==> src/rtl/matmul_job_sequencer.sv <==
// rtl/matmul_job_sequencer.sv - per-job sequencer: accept, validate, load, compute, send, report.
// A job command is accepted only in IDLE; each wait phase has its own watchdog.
module matmul_job_sequencer #(
  parameter  int MAX_M   = 784,
  parameter  int MAX_K   = 288,
  parameter  int MAX_N   = 64,
  parameter  int TIMEOUT = 1000000,
  localparam int MW      = $clog2(MAX_M) + 1,
  localparam int KW      = $clog2(MAX_K) + 1,
  localparam int NW      = $clog2(MAX_N) + 1,
  localparam int TW      = $clog2(TIMEOUT) + 1
) (
  input  logic          clk,
  input  logic          rst,
  input  logic          cmd_valid,
  output logic          cmd_ready,
  input  logic [MW-1:0] cmd_m,
  input  logic [KW-1:0] cmd_k,
  input  logic [NW-1:0] cmd_n,
  input  logic          cmd_send,
  input  logic          abort,
  input  logic          a_ready,
  input  logic          b_ready,
  output logic          eng_start,
  input  logic          eng_done,
  output logic [MW-1:0] eng_m,
  output logic [KW-1:0] eng_k,
  output logic [NW-1:0] eng_n,
  output logic          tx_start,
  input  logic          tx_done,
  output logic          busy,
  output logic          job_done,
  output logic          job_err,
  output logic [1:0]    err_code,
  output logic [2:0]    phase
);

  typedef enum logic [2:0] {
    S_IDLE    = 3'd0,
    S_CHECK   = 3'd1,
    S_LOAD    = 3'd2,
    S_COMPUTE = 3'd3,
    S_SEND    = 3'd4,
    S_DONE    = 3'd5,
    S_ERR     = 3'd6
  } state_e;

  state_e        state_q;
  logic [MW-1:0] eng_m_q;
  logic [KW-1:0] eng_k_q;
  logic [NW-1:0] eng_n_q;
  logic          send_q;
  logic [TW-1:0] wd_q;
  logic          eng_start_q;
  logic          tx_start_q;
  logic          job_done_q;
  logic          job_err_q;
  logic [1:0]    err_code_q;

  logic wd_last;
  logic dims_bad;

  assign wd_last  = (wd_q == TW'(TIMEOUT - 1));
  assign dims_bad = (eng_m_q == '0) || (eng_k_q == '0) || (eng_n_q == '0) ||
                    (eng_m_q > MW'(MAX_M)) || (eng_k_q > KW'(MAX_K)) ||
                    (eng_n_q > NW'(MAX_N));

  always_ff @(posedge clk or posedge rst) begin
    if (rst) begin
      state_q     <= S_IDLE;
      eng_m_q     <= '0;
      eng_k_q     <= '0;
      eng_n_q     <= '0;
      send_q      <= 1'b0;
      wd_q        <= '0;
      eng_start_q <= 1'b0;
      tx_start_q  <= 1'b0;
      job_done_q  <= 1'b0;
      job_err_q   <= 1'b0;
      err_code_q  <= 2'd0;
    end else begin
      eng_start_q <= 1'b0;
      tx_start_q  <= 1'b0;
      job_done_q  <= 1'b0;
      job_err_q   <= 1'b0;
      // Abort outranks any completion or timeout seen in the same cycle.
      if (abort && (state_q != S_IDLE) && (state_q != S_DONE)) begin
        state_q    <= S_ERR;
        err_code_q <= 2'd3;
        job_err_q  <= 1'b1;
      end else begin
        case (state_q)
          S_IDLE: begin
            if (cmd_valid) begin
              eng_m_q    <= cmd_m;
              eng_k_q    <= cmd_k;
              eng_n_q    <= cmd_n;
              send_q     <= cmd_send;
              err_code_q <= 2'd0;
              state_q    <= S_CHECK;
            end
          end
          S_CHECK: begin
            if (dims_bad) begin
              state_q    <= S_ERR;
              err_code_q <= 2'd1;
              job_err_q  <= 1'b1;
            end else begin
              state_q <= S_LOAD;
              wd_q    <= '0;
            end
          end
          S_LOAD: begin
            if (a_ready && b_ready) begin
              state_q     <= S_COMPUTE;
              eng_start_q <= 1'b1;
              wd_q        <= '0;
            end else if (wd_last) begin
              state_q    <= S_ERR;
              err_code_q <= 2'd2;
              job_err_q  <= 1'b1;
            end else begin
              wd_q <= wd_q + TW'(1);
            end
          end
          S_COMPUTE: begin
            // eng_done is not trusted during the start-pulse cycle.
            if (!eng_start_q && eng_done) begin
              if (send_q) begin
                state_q    <= S_SEND;
                tx_start_q <= 1'b1;
                wd_q       <= '0;
              end else begin
                state_q    <= S_DONE;
                job_done_q <= 1'b1;
              end
            end else if (wd_last) begin
              state_q    <= S_ERR;
              err_code_q <= 2'd2;
              job_err_q  <= 1'b1;
            end else begin
              wd_q <= wd_q + TW'(1);
            end
          end
          S_SEND: begin
            if (!tx_start_q && tx_done) begin
              state_q    <= S_DONE;
              job_done_q <= 1'b1;
            end else if (wd_last) begin
              state_q    <= S_ERR;
              err_code_q <= 2'd2;
              job_err_q  <= 1'b1;
            end else begin
              wd_q <= wd_q + TW'(1);
            end
          end
          S_DONE:  state_q <= S_IDLE;
          S_ERR:   state_q <= S_IDLE;
          default: state_q <= S_IDLE;
        endcase
      end
    end
  end

  assign cmd_ready = (state_q == S_IDLE) && !rst;
  assign busy      = (state_q != S_IDLE);
  assign phase     = state_q;
  assign eng_start = eng_start_q;
  assign tx_start  = tx_start_q;
  assign job_done  = job_done_q;
  assign job_err   = job_err_q;
  assign err_code  = err_code_q;
  assign eng_m     = eng_m_q;
  assign eng_k     = eng_k_q;
  assign eng_n     = eng_n_q;

endmodule

==> config.mk <==
export PLATFORM = sky130hd
export DESIGN_NAME = matmul_job_sequencer
export DESIGN_NICKNAME = d
export VERILOG_FILES = /design/src/rtl/matmul_job_sequencer.sv
export SDC_FILE = /design/constraint.sdc
export NUM_CORES = 1
export LEC_CHECK = 0
export CORE_UTILIZATION = 50
export DETAILED_ROUTE_END_ITERATION = 8
export GPL_TIMING_DRIVEN = 0
export HOLD_SLACK_MARGIN = 0.06
export MAX_ROUTING_LAYER = met4
export PLACE_DENSITY = 0.84
export SLEW_MARGIN = 0
export SYNTH_ARGS = -nofsm -noshare
export SYNTH_HDL_FRONTEND = slang
export SYNTH_SLANG_ARGS = --single-unit
==> constraint.sdc <==
create_clock -name clk -period 3.6 [get_ports clk]
set_input_delay 0.72 -clock clk [delete_from_list [all_inputs] [get_ports clk]]
set_output_delay 0.72 -clock clk [all_outputs]
set_load 0.005 [all_outputs]
# Word level (Yosys, flattened, before mapping)
# Cells that the tools add are included.
[op_classes]
addsub = 1
n_lt_le_gt_ge = 3
eq_ne = 14
muxes = 43
bitwise_logic = 1
reduce_logical = 24
[ops]
columns = ["op", "n"]
rows = [
  ["21-bit 2-to-1 mux", 6],
  ["21-bit one-hot mux with 4 select lines", 1],
  ["21-bit by 1-bit adder with 21-bit output (second input constant)", 1],
  ["21-bit by 20-bit equality test with 1-bit output (second input constant)", 1],
  ["3-bit 2-to-1 mux", 7],
  ["3-bit != test (second input constant)", 7],
  ["1-bit 2-to-1 mux", 18],
  ["3-bit one-hot mux with 5 select lines", 1],
  ["2-bit 2-to-1 mux", 7],
  ["11-bit by 10-bit greater-than comparator with 1-bit output (second input constant)", 1],
  ["11-bit logical NOT", 1],
  ["10-bit by 9-bit greater-than comparator with 1-bit output (second input constant)", 1],
  ["10-bit logical NOT", 1],
  ["2-bit one-hot mux with 5 select lines", 1],
  ["7-bit greater-than comparator (second input constant)", 1],
  ["7-bit logical NOT", 1],
  ["3-bit by 2-bit equality test with 1-bit output (second input constant)", 2],
  ["1-bit logical AND", 6],
  ["6-bit AND reduction", 1],
  ["6-bit nonzero test", 1],
  ["1-bit logical OR", 5],
  ["5-bit AND reduction", 1],
  ["2-bit != test (second input constant)", 2],
  ["1-bit one-hot mux with 4 select lines", 1],
  ["9 further kinds", 11],
]
[totals]
ff_bits = 59
inputBits = 37
output_inout_bits = 39
elab_cells = 97

# Logic depth before layout (Yosys ltp)
[logic_depth]
ltp_word = 9
depth_mapped = 8
mapped_depth_nobuf = 6

# Worst setup path before layout
# Ideal clock, no wire load.
[synth_path]
path_type = "input to register"
startpoint = "input port a_ready"
endpoint = "register wd_q[0]"
arrival_ns = 1.966
required_ns = 3.513
setup_slack_ns = 1.548
path_stages = 5
path_buffers = 1
path_cell_list = "and3b_1 o31a_1 clkbuf_1 or4_1 o211ai_1"
[synth_between]
elab_chain_len = 3
[synth_lines]
columns = ["item", "line_no", "source"]
rows = [
  ["from (decl)", "22", "input logic a_ready,"],
  ["1-bit logical AND", "114", "if (a_ready && b_ready) begin"],
  ["21-bit 2-to-1 mux", "114", ""],
  ["21-bit one-hot mux with 4 select lines", "92", "case (state_q)"],
  ["to (signal assigned)", "123", "wd_q <= wd_q + TW'(1);"],
  ["to (signal assigned)", "142", "wd_q <= wd_q + TW'(1);"],
  ["to (signal assigned)", "154", "wd_q <= wd_q + TW'(1);"],
  ["to (decl)", "53", "logic [TW-1:0] wd_q;"],
]
# Every way passes these cells.
# A chain may end at the register's enable or synchronous reset.

# Worst setup path in the final report
[layout_path]
startpoint = "register state_q[1] (netlist: phase[1])"
endpoint = "output port cmd_ready"
[layout_between]
elab_chain_len = 2
[layout_lines]
columns = ["item", "line_no", "source"]
rows = [
  ["from (decl)", "48", "state_e state_q;"],
  ["from (signal assigned)", "70", "state_q <= S_IDLE;"],
  ["from (signal assigned)", "88", "state_q <= S_ERR;"],
  ["from (signal assigned)", "100", "state_q <= S_CHECK;"],
  ["3-bit logical NOT", "165", "assign cmd_ready = (state_q == S_IDLE) && !rst;"],
  ["1-bit logical AND", "165", ""],
  ["to (decl)", "16", "output logic cmd_ready,"],
]
# Every way passes these cells.

==> results.py <==
metrics = {
    "run_status": {
        "status": "finished clean",
    },
    "setup_path": {
        "crit_type": "flip-flop to output port",
        "critPathMaxFanout": 10,
        "end_kind": "output port",
        "critical_path.startpoint_type": "flip-flop",
        "critPathMaxStageDelay_ns": 0.52,
        "required_ns": 2.88,
        "arrival_ns": 2.09,
        "path_cells": "buf_2 -> nor3_1 -> inv_1 -> nor2_1 -> clkdlybuf4s50_1",
        "crit_slowest_cell": "clkdlybuf4s50_1",
    },
    "global_routing": {
        "track_usage": 0.278,
        "grt_pass1_wl_um": 15100,
        "grt_overflow": 0,
        "grt_pass1_vias": 3041,
        "antenna_found_initial": 0,
        "grt_start_max_net_pins": 42,
    },
    "synth": {
        "synth_seq_cells": 59,
        "yosysWarnings": 0,
        "synthTopCellsByCount": "dfrtp_1 (59), mux2_2 (29), nand2_1 (20)",
        "synthesis.nets": 361,
        "synth_area_um2": 3430,
        "ys_types": 67,
        "synth-seq-area-share": 0.430,
        "synth_async_sr_flop_share": 1.00,
        "synthCells": 323,
        "synth_edf_count": 0,
        "yosys.area.top_type": "dfrtp_1",
        "avgSynthCellArea_um2": 10.6,
        "yosysMostFrequentCell": "dfrtp_1",
        "synth_top_area_frac": 0.430,
        "synth-main-ff-cell": "dfrtp_1",
        "synthTopCellsByArea": "dfrtp_1 (43%), mux2_2 (9.5%), a41oi_2 (2.4%)",
    },
    "routing": {
        "antenna_left": 0,
        "drc": 0,
        "first_pass_iters": 5,
        "wl_um": 8960,
        "wire_per_inst_um": 18.2,
        "drt_iter0_drc": 283,
        "vias": 3055,
        "viasPerCell": 6.21,
    },
    "clock_network": {
        "cts.repair.resized": 0,
        "holdBufCountCts": 0,
        "clk_path_buf_depth": 2,
        "cts.reportedPaths.clkPinSlew_ns": 0.07,
        "cts_setup_buffers": 0,
        "cts_root_buffer": "clkbuf_8",
        "cts_made_buffers": 9,
        "numClockSinks": 59,
        "cts_tree": "done",
        "htree_levels": 3,
        "clkLatencyLatePin_ns": 0.35,
    },
    "place": {
        "io_buffers": 75,
        "dp_hpwl_um": 6400,
        "dpl-instance-area_um2": 4300,
        "gp_congestion": 0.903,
    },
    "floorplanning": {
        "coreArea_um2": 6490,
        "fp.dieW_um": 84.9,
        "row_count": 29,
        "dieArea_um2": 7200,
        "start_util": 0.528,
        "io-pin-count": 76,
        "die_h_um": 84.9,
    },
    "timing": {
        "max_slew_margin": 0.504,
        "tns_ns": 0,
        "rsz0062_at_grt": "no",
        "finalSetupViolCount": 0,
        "whs_ns": 0.523,
        "fmax_mhz": 355,
        "fin_crit_ns": 2.81,
        "fin_crit_sh": 0.782,
        "maxSlewViolCount": 0,
        "tightest_slew_ns": 0.739,
        "finalHoldViolCount": 0,
        "skew_ns": 0.0117,
    },
    "finish": {
        "syn2layout_area_growth_pct": 31.0,
        "fillers": 495,
        "nets": 448,
        "design_area_um2": 4490,
        "diodes": 0,
        "final_core_util": 0.692,
        "drive_gt1_frac": 0.219,
    },
    "power": {
        "leakage_nw": 1.78,
        "peakVddDrop_v": 0.000531,
        "p_total_mw": 3.73,
        "powerDensity_nw_per_um2": 829,
    },
    "hold_path": {
        "min_path_type": "flip-flop to flip-flop",
    },
    "run": {
        "cap_violations": 0,
    },
}
==> registers in the layout (all words and copies together) (netlist names) <==
name       count
eng_start      1
job_done       1
tx_start       1
wd_q          21
err_code       2
phase          3
eng_n          7
eng_k         10
eng_m         11
send_q         1
job_err        1
==> cells in the final DEF (no fill, tap or decap), types with 6 or more instances in the layout <==
master	instances
a21oi_1	15
mux2_2	29
a41oi_1	6
nand4_1	10
clkdlybuf4s50_1	75
a31oi_1	10
nor3_1	9
nand2_1	20
dfrtp_1	59
nand3_1	10
inv_1	9
nor2_1	12
o211ai_1	10
clkbuf_8	10
buf_2	7
clkbuf_1	6
o21ai_0	12
buf_6	6
==> report_power, final <==
part	internal, mW	leakage, nW	total (mW)	switching [mW]
clock network	0.338	0.0926	0.611	0.273
registers	0.929	0.734	1.18	0.254
logic	1.01	0.955	1.93	0.927
total	2.27	1.78	3.73	1.45
==> area by class of cell <==
type | count | area, um^2 | share of cell area
Tap cell | 77 | 96.3 | 0.0214
Timing Repair Buffer | 76 | 771 | 0.171
Multi-Input combinational cell | 233 | 1770 | 0.394
Clock buffer | 12 | 145 | 0.0323
Clock inverter | 4 | 50.0 | 0.0111
Buffer | 21 | 148 | 0.0329
Inverter | 10 | 37.5 | 0.00835
Sequential cell | 59 | 1480 | 0.329
==> logic make-up after synthesis <==
logic type	after synthesis	share of synthesized area
compound gates	89	0.209
fa+ha+maj	1	0.00365
buf+inv	31	0.0540
flops	59	0.430
mux	31	0.101
simple gates	112	0.202
==> path summary, 6_finish.rpt <==
kind	slack (ns)	from	to	cells past startpoint
worst max-delay path	0.79	phase[1]	cmd_ready	5
worst min-delay path	0.52	wd_q[20]	wd_q[20]	1
worst max register to register	1.26	phase[0]	wd_q[19]	6
worst min register to register	0.52	wd_q[20]	wd_q[20]	1
max in group asynchronous	2.28	rst	wd_q[8]	3
min in group asynchronous	0.74	rst	eng_start	2
==> layer usage <==
metal,GRT usage,vias up,wire [um]
met4,0.111,0,165
met5,-,-,0
met2,0.414,142,4060
met3,0.0661,14,648
met1,0.369,1475,4080
li1,-,1424,-
==> worst max-delay path: cells and delay by family, from the launching register on <==
kind          cells  cell delay, ns
buf+inv           3            0.87
flops             1            0.46
simple gates      2            0.42
==> per-stage QoR <==
stage | std cells | setup WS (ns)
after floorplan | 323 | 1.42
after global placement | 475 | 0.294
after detailed placement | 476 | 0.701
after CTS | 492 | 0.796
after global routing | 492 | 0.655
final | 492 | 0.786
Note: power is estimated with default switching activity, not from simulation.
